===== src/rtl/wb_arbiter_if.sv =====
// Bundle of the ALU/MDU result paths, register-file write port and
// decode-stage hazard signals that surround the writeback arbiter.
interface wb_arbiter_if;
  logic        ip_alu_valid;
  logic [4:0]  ip_alu_rd_addr;
  logic [31:0] ip_alu_data;
  logic        ip_mdu_issue;
  logic [4:0]  ip_mdu_issue_rd;
  logic        ip_mdu_valid;
  logic [4:0]  ip_mdu_rd_addr;
  logic [31:0] ip_mdu_data;
  logic        op_mdu_ready;
  logic [4:0]  ip_rs1_addr;
  logic [4:0]  ip_rs2_addr;
  logic        op_wr_en;
  logic [4:0]  op_rd_addr;
  logic [31:0] op_wr_data;
  logic        op_stall;
  logic [31:0] op_busy_vec;

  // Pipeline side: produces results and source addresses, consumes writes.
  modport master (
    output ip_alu_valid, ip_alu_rd_addr, ip_alu_data,
    output ip_mdu_issue, ip_mdu_issue_rd,
    output ip_mdu_valid, ip_mdu_rd_addr, ip_mdu_data,
    output ip_rs1_addr, ip_rs2_addr,
    input  op_mdu_ready, op_wr_en, op_rd_addr, op_wr_data, op_stall, op_busy_vec
  );

  // Arbiter side.
  modport slave (
    input  ip_alu_valid, ip_alu_rd_addr, ip_alu_data,
    input  ip_mdu_issue, ip_mdu_issue_rd,
    input  ip_mdu_valid, ip_mdu_rd_addr, ip_mdu_data,
    input  ip_rs1_addr, ip_rs2_addr,
    output op_mdu_ready, op_wr_en, op_rd_addr, op_wr_data, op_stall, op_busy_vec
  );
endinterface


===== src/rtl/wb_arbiter.sv =====
// Writeback arbiter: merges single-cycle ALU results and multi-cycle MDU
// results onto one register-file write port. A one-entry hold register
// parks an MDU result that loses the slot to the ALU; a busy scoreboard
// tracks destinations of in-flight MDU ops so decode can stall.
module wb_arbiter (
  input  logic         ip_clk,
  input  logic         ip_rst,
  wb_arbiter_if.slave  bus
);

  logic        wr_en_q,      wr_en_d;
  logic        wr_mdu_q,     wr_mdu_d;
  logic [4:0]  rd_addr_q,    rd_addr_d;
  logic [31:0] wr_data_q,    wr_data_d;
  logic        hold_valid_q, hold_valid_d;
  logic [4:0]  hold_rd_q,    hold_rd_d;
  logic [31:0] hold_data_q,  hold_data_d;
  logic [31:0] busy_q,       busy_d;

  logic        mdu_ready;
  logic        alu_wr;
  logic        mdu_wr;
  logic [31:0] set_mask;
  logic [31:0] clr_mask;

  // Hand-shake qualifiers; x0 destinations never compete for the slot.
  always_comb begin
    mdu_ready = ~hold_valid_q & ~ip_rst;
    alu_wr    = bus.ip_alu_valid & (bus.ip_alu_rd_addr != 5'd0);
    mdu_wr    = bus.ip_mdu_valid & mdu_ready & (bus.ip_mdu_rd_addr != 5'd0);
  end

  // Write-slot priority: ALU, then parked hold entry, then fresh MDU result.
  always_comb begin
    wr_en_d      = 1'b0;
    wr_mdu_d     = 1'b0;
    rd_addr_d    = rd_addr_q;
    wr_data_d    = wr_data_q;
    hold_valid_d = hold_valid_q;
    hold_rd_d    = hold_rd_q;
    hold_data_d  = hold_data_q;
    if (alu_wr) begin
      wr_en_d   = 1'b1;
      rd_addr_d = bus.ip_alu_rd_addr;
      wr_data_d = bus.ip_alu_data;
    end else if (hold_valid_q) begin
      wr_en_d      = 1'b1;
      wr_mdu_d     = 1'b1;
      rd_addr_d    = hold_rd_q;
      wr_data_d    = hold_data_q;
      hold_valid_d = 1'b0;
    end else if (mdu_wr) begin
      wr_en_d   = 1'b1;
      wr_mdu_d  = 1'b1;
      rd_addr_d = bus.ip_mdu_rd_addr;
      wr_data_d = bus.ip_mdu_data;
    end
    // An accepted MDU result can only lose to the ALU (hold is empty then).
    if (mdu_wr && alu_wr) begin
      hold_valid_d = 1'b1;
      hold_rd_d    = bus.ip_mdu_rd_addr;
      hold_data_d  = bus.ip_mdu_data;
    end
  end

  // Scoreboard: set on issue, clear once the MDU write is on the port;
  // set wins over clear, and x0 is never tracked.
  always_comb begin
    set_mask = '0;
    clr_mask = '0;
    if (bus.ip_mdu_issue && (bus.ip_mdu_issue_rd != 5'd0))
      set_mask[bus.ip_mdu_issue_rd] = 1'b1;
    if (wr_en_q && wr_mdu_q)
      clr_mask[rd_addr_q] = 1'b1;
    busy_d = ((busy_q & ~clr_mask) | set_mask) & 32'hFFFF_FFFE;
  end

  // State registers with synchronous reset.
  always_ff @(posedge ip_clk) begin
    if (ip_rst) begin
      wr_en_q      <= 1'b0;
      wr_mdu_q     <= 1'b0;
      rd_addr_q    <= 5'd0;
      wr_data_q    <= 32'd0;
      hold_valid_q <= 1'b0;
      hold_rd_q    <= 5'd0;
      hold_data_q  <= 32'd0;
      busy_q       <= 32'd0;
    end else begin
      wr_en_q      <= wr_en_d;
      wr_mdu_q     <= wr_mdu_d;
      rd_addr_q    <= rd_addr_d;
      wr_data_q    <= wr_data_d;
      hold_valid_q <= hold_valid_d;
      hold_rd_q    <= hold_rd_d;
      hold_data_q  <= hold_data_d;
      busy_q       <= busy_d;
    end
  end

  // Output drive; stall looks at the live scoreboard and hold occupancy.
  always_comb begin
    bus.op_mdu_ready = mdu_ready;
    bus.op_wr_en     = wr_en_q;
    bus.op_rd_addr   = rd_addr_q;
    bus.op_wr_data   = wr_data_q;
    bus.op_busy_vec  = busy_q;
    bus.op_stall     = busy_q[bus.ip_rs1_addr] | busy_q[bus.ip_rs2_addr] |
                       (bus.ip_mdu_issue & hold_valid_q);
  end

endmodule


===== src/flat_wrapper.sv =====
// flat-port wrapper written by rule: the top's interface ports become plain ports
module wb_arbiter_flat 
  (ip_clk, ip_rst, bus_ip_alu_valid, bus_ip_alu_rd_addr, bus_ip_alu_data, bus_ip_mdu_issue, bus_ip_mdu_issue_rd, bus_ip_mdu_valid, bus_ip_mdu_rd_addr, bus_ip_mdu_data, bus_ip_rs1_addr, bus_ip_rs2_addr, bus_op_mdu_ready, bus_op_wr_en, bus_op_rd_addr, bus_op_wr_data, bus_op_stall, bus_op_busy_vec);
  wb_arbiter_if bus_i ();
  input  logic ip_clk;
  input  logic ip_rst;
  input wire logic [$bits(bus_i.ip_alu_valid)-1:0] bus_ip_alu_valid;
  input wire logic [$bits(bus_i.ip_alu_rd_addr)-1:0] bus_ip_alu_rd_addr;
  input wire logic [$bits(bus_i.ip_alu_data)-1:0] bus_ip_alu_data;
  input wire logic [$bits(bus_i.ip_mdu_issue)-1:0] bus_ip_mdu_issue;
  input wire logic [$bits(bus_i.ip_mdu_issue_rd)-1:0] bus_ip_mdu_issue_rd;
  input wire logic [$bits(bus_i.ip_mdu_valid)-1:0] bus_ip_mdu_valid;
  input wire logic [$bits(bus_i.ip_mdu_rd_addr)-1:0] bus_ip_mdu_rd_addr;
  input wire logic [$bits(bus_i.ip_mdu_data)-1:0] bus_ip_mdu_data;
  input wire logic [$bits(bus_i.ip_rs1_addr)-1:0] bus_ip_rs1_addr;
  input wire logic [$bits(bus_i.ip_rs2_addr)-1:0] bus_ip_rs2_addr;
  output wire logic [$bits(bus_i.op_mdu_ready)-1:0] bus_op_mdu_ready;
  output wire logic [$bits(bus_i.op_wr_en)-1:0] bus_op_wr_en;
  output wire logic [$bits(bus_i.op_rd_addr)-1:0] bus_op_rd_addr;
  output wire logic [$bits(bus_i.op_wr_data)-1:0] bus_op_wr_data;
  output wire logic [$bits(bus_i.op_stall)-1:0] bus_op_stall;
  output wire logic [$bits(bus_i.op_busy_vec)-1:0] bus_op_busy_vec;
  assign bus_i.ip_alu_valid = bus_ip_alu_valid;
  assign bus_i.ip_alu_rd_addr = bus_ip_alu_rd_addr;
  assign bus_i.ip_alu_data = bus_ip_alu_data;
  assign bus_i.ip_mdu_issue = bus_ip_mdu_issue;
  assign bus_i.ip_mdu_issue_rd = bus_ip_mdu_issue_rd;
  assign bus_i.ip_mdu_valid = bus_ip_mdu_valid;
  assign bus_i.ip_mdu_rd_addr = bus_ip_mdu_rd_addr;
  assign bus_i.ip_mdu_data = bus_ip_mdu_data;
  assign bus_i.ip_rs1_addr = bus_ip_rs1_addr;
  assign bus_i.ip_rs2_addr = bus_ip_rs2_addr;
  assign bus_op_mdu_ready = bus_i.op_mdu_ready;
  assign bus_op_wr_en = bus_i.op_wr_en;
  assign bus_op_rd_addr = bus_i.op_rd_addr;
  assign bus_op_wr_data = bus_i.op_wr_data;
  assign bus_op_stall = bus_i.op_stall;
  assign bus_op_busy_vec = bus_i.op_busy_vec;
  wb_arbiter u_core (.ip_clk(ip_clk), .ip_rst(ip_rst), .bus(bus_i));
endmodule

===== config.mk =====
export PLATFORM = sky130hd
export DESIGN_NAME = wb_arbiter_flat
export DESIGN_NICKNAME = d
export VERILOG_FILES = /design/src/rtl/wb_arbiter_if.sv /design/src/rtl/wb_arbiter.sv /design/src/flat_wrapper.sv
export SDC_FILE = /design/constraint.sdc
export NUM_CORES = 1
export LEC_CHECK = 0
export CORE_MARGIN = 2
export CORE_UTILIZATION = 48
export CTS_BUF_LIST = sky130_fd_sc_hd__clkbuf_4 sky130_fd_sc_hd__clkbuf_8
export DETAILED_ROUTE_END_ITERATION = 10
export PLACE_DENSITY = 0.88
export SYNTH_ARGS = -nofsm -noshare
export SYNTH_HDL_FRONTEND = slang
export SYNTH_SLANG_ARGS = --single-unit
export TNS_END_PERCENT = 1

===== constraint.sdc =====
create_clock -name ip_clk -period 3.2 [get_ports ip_clk]
set_clock_uncertainty 0.1 [all_clocks]
set_input_delay 0.64 -clock ip_clk [delete_from_list [all_inputs] [get_ports ip_clk]]
set_output_delay 0.64 -clock ip_clk [all_outputs]
set_load 0.005 [all_outputs]

==> results_dict.tcl <==
set metrics [dict create \
    grt_pass1_vias 5278 \
    synthFlopType "dfxtp_1" \
    detail-route-antenna-nets 0 \
    clock_sink_count 108 \
    syn_area_um2 5221 \
    start_util_pct 48.59 \
    synth_edf_count 0 \
    hold_class "reg -> reg" \
    ys_ff_latch 108 \
    num_vias 5330 \
    area_delta_synth_final_pct 38.22 \
    syn-num-nets 733 \
    powerDensity_nw_per_um2 409.0 \
    clockBufferDepth 2 \
    cellLeakagePower_nw 2.492 \
    fin_nets 877 \
    cp.arrival_ns 2.37 \
    max_freq_mhz 321.9 \
    rsz0062_at_grt "false" \
    gp_congestion 0.9524 \
    drc 0 \
    worst_pin_slew_ns 1.036 \
    cp.required_ns 2.46 \
    fp.dieH_um 108.3 \
    insertedDiodeCount 0 \
    drv_slew 0 \
    setup_viol 0 \
    place_area_um2 6985 \
    viasPerCell 5.744 \
    track_usage_pct 27.74 \
    synth_cells 639 \
    totalWireLength_um 15790 \
    wl_per_cell_um 17.02 \
    cp-end-kind "primary output" \
    max_slew_margin_pct 30.62 \
    finalPower_w 0.002951 \
    fin_crit_sh_pct 97.08 \
    clk_latency_ns 0.38 \
    cts_tree "built" \
    cts_htree_levels 3 \
    layout_commonest_cell "nand2_1" \
    cts_hold_buf 0 \
    ioPinCount 166 \
    cts_made_buffers 9 \
    die-area_um2 11730 \
    min_period_ns 3.107 \
    grt.overflow.total 0 \
    cts-root-buf "clkbuf_8" \
    rows 38 \
    status "finished clean" \
    grt_pass1_wl_um 25730 \
    async_reset_ff_share_pct 0 \
    dpl.hpwl_um 11440 \
    hold_violations 0 \
    cp_max_fo 8 \
    ys_seq_area_share_pct 41.41 \
    fin_util_pct 67.16 \
    final_area_um2 7217 \
    grt_max_degree 62 \
    peakVddDrop_mv 0.3085 \
    antenna_found_initial 0 \
    yosysWarnings 0 \
    maxCapViolations 0 \
    die_w_um 108.3 \
    io_buffer_count 164 \
    drtPass1Iterations 7 \
    final_cell_mix "193 x nand2_1, 160 x clkdlybuf4s50_1, 107 x a21oi_1, 107 x dfxtp_1, 38 x mux2i_1" \
    avgSynthCellArea_um2 8.171 \
    drive_above_1_share_pct 7.360 \
    core_area_um2 10750 \
    dr.first_iter.drc_count 500 \
    critical_path_class "in -> out" \
    critPathLaunchType "primary input" \
    clk_pin_slew_ns 0.10 \
    synth_cell_types 38 \
]
-- state kept, by name, summed over array words and instances, names as in the netlist --
register,flops
u_core.hold_rd_q,5
u_core.bus.op_wr_data,32
u_core.wr_mdu_q,1
u_core.hold_data_q,32
u_core.bus.op_busy_vec,31
u_core.bus.op_rd_addr,5
u_core.hold_valid_q,1
u_core.bus.op_wr_en,1
-- layout make-up --
cell class              instances  area (um^2)
flip-flops and latches        108         2163
inverters                       2        7.507
repair buffers                182         1812
fillers                       855         3528
clock inverters                 7        107.6
clock buffers                   9        123.9
well taps                     140        175.2
multi-input cells             480         2828
-- stage by stage --
step / setup WS [ns] / setup TNS (ns) / std cells / hold slack (ns)
after floorplan: 0.3957 / 0 / 639 / 0.3360
after global placement: -0.4627 / -0.4627 / 912 / 0.3388
after detailed placement: -0.4882 / -0.4882 / 912 / 0.3472
after CTS: 0.03714 / 0 / 928 / 0.3615
after global routing: 0.003090 / 0 / 928 / 0.3803
final: 0.09334 / 0 / 928 / 0.3591
-- per-layer routing --
metal | track usage, % | part of all wire, %
met1 | 32.08 | 38
met2 | 48.07 | 50
met3 | 8.680 | 9.4
met4 | 10.44 | 2.6
met5 | 0 | 0
-- Yosys cell counts (4+ instances only) --
library cell | count | share of area, %
nand2_1 | 193 | 14
dfxtp_1 | 108 | 41
a21oi_1 | 107 | 10
mux2i_1 | 38 | 7.3
o211ai_1 | 37 | 5.3
o21ai_0 | 32 | 3.1
clkbuf_1 | 24 | 1.7
mux4_2 | 15 | 6.5
buf_2 | 13 | 1.2
nor2_1 | 13 | 0.93
buf_4 | 7 | 1.0
nand3b_1 | 6 | 0.86
nor3b_1 | 5 | 0.72
nor2b_1 | 4 | 0.48
-- logic make-up (layout without fill, tap and decap cells) --
family,count (synthesis),count (layout),synth area share (%)
AND/OR/NAND/NOR,240,240,19.48
flip-flops,108,108,41.41
other,1,1,0.07182
multiplexers,54,54,13.97
buffers and inverters,51,200,4.769
AO/OA/AOI/OAI,185,185,20.30
-- critical path, cell delays in order --
cell and delay [ns]:
clkdlybuf4s50_1 0.51, buf_12 0.14, mux4_2 0.48, and3_1 0.20
o21ai_1 0.15, nand4_1 0.10, buf_2 0.14
-- what timing repair did --
item | in CTS | in global routing
endpoints found under the setup margin | 1 | 1
resized for setup | 6 | 2
setup buffers | 0 | 0
pin swaps | 1 | 0
-- worst paths after layout --
check / startpoint / to / slack, ns / cells past startpoint
min reg2reg: u_core.bus.op_wr_data[22]$_SDFFE_PP0P_ / u_core.bus.op_wr_data[22]$_SDFFE_PP0P_ / 0.36 / 2
max reg2reg: u_core.hold_valid_q$_SDFFE_PP0P_ / u_core.bus.op_wr_data[18]$_SDFFE_PP0P_ / 0.82 / 5
min: u_core.bus.op_wr_data[22]$_SDFFE_PP0P_ / u_core.bus.op_wr_data[22]$_SDFFE_PP0P_ / 0.36 / 2
max: bus_ip_rs1_addr[0] / bus_op_stall / 0.09 / 7
-- where the power goes --
part / leakage (nW) / internal (W) / switching [W] / total [W]
clock: 0.113 / 0.000454 / 0.000495 / 0.000950
combinational: 1.50 / 0.000300 / 0.000246 / 0.000545
sequential: 0.882 / 0.00141 / 0.0000498 / 0.00146
total: 2.49 / 0.00216 / 0.000791 / 0.00295
No activity file was read; power rests on OpenSTA's default activity.
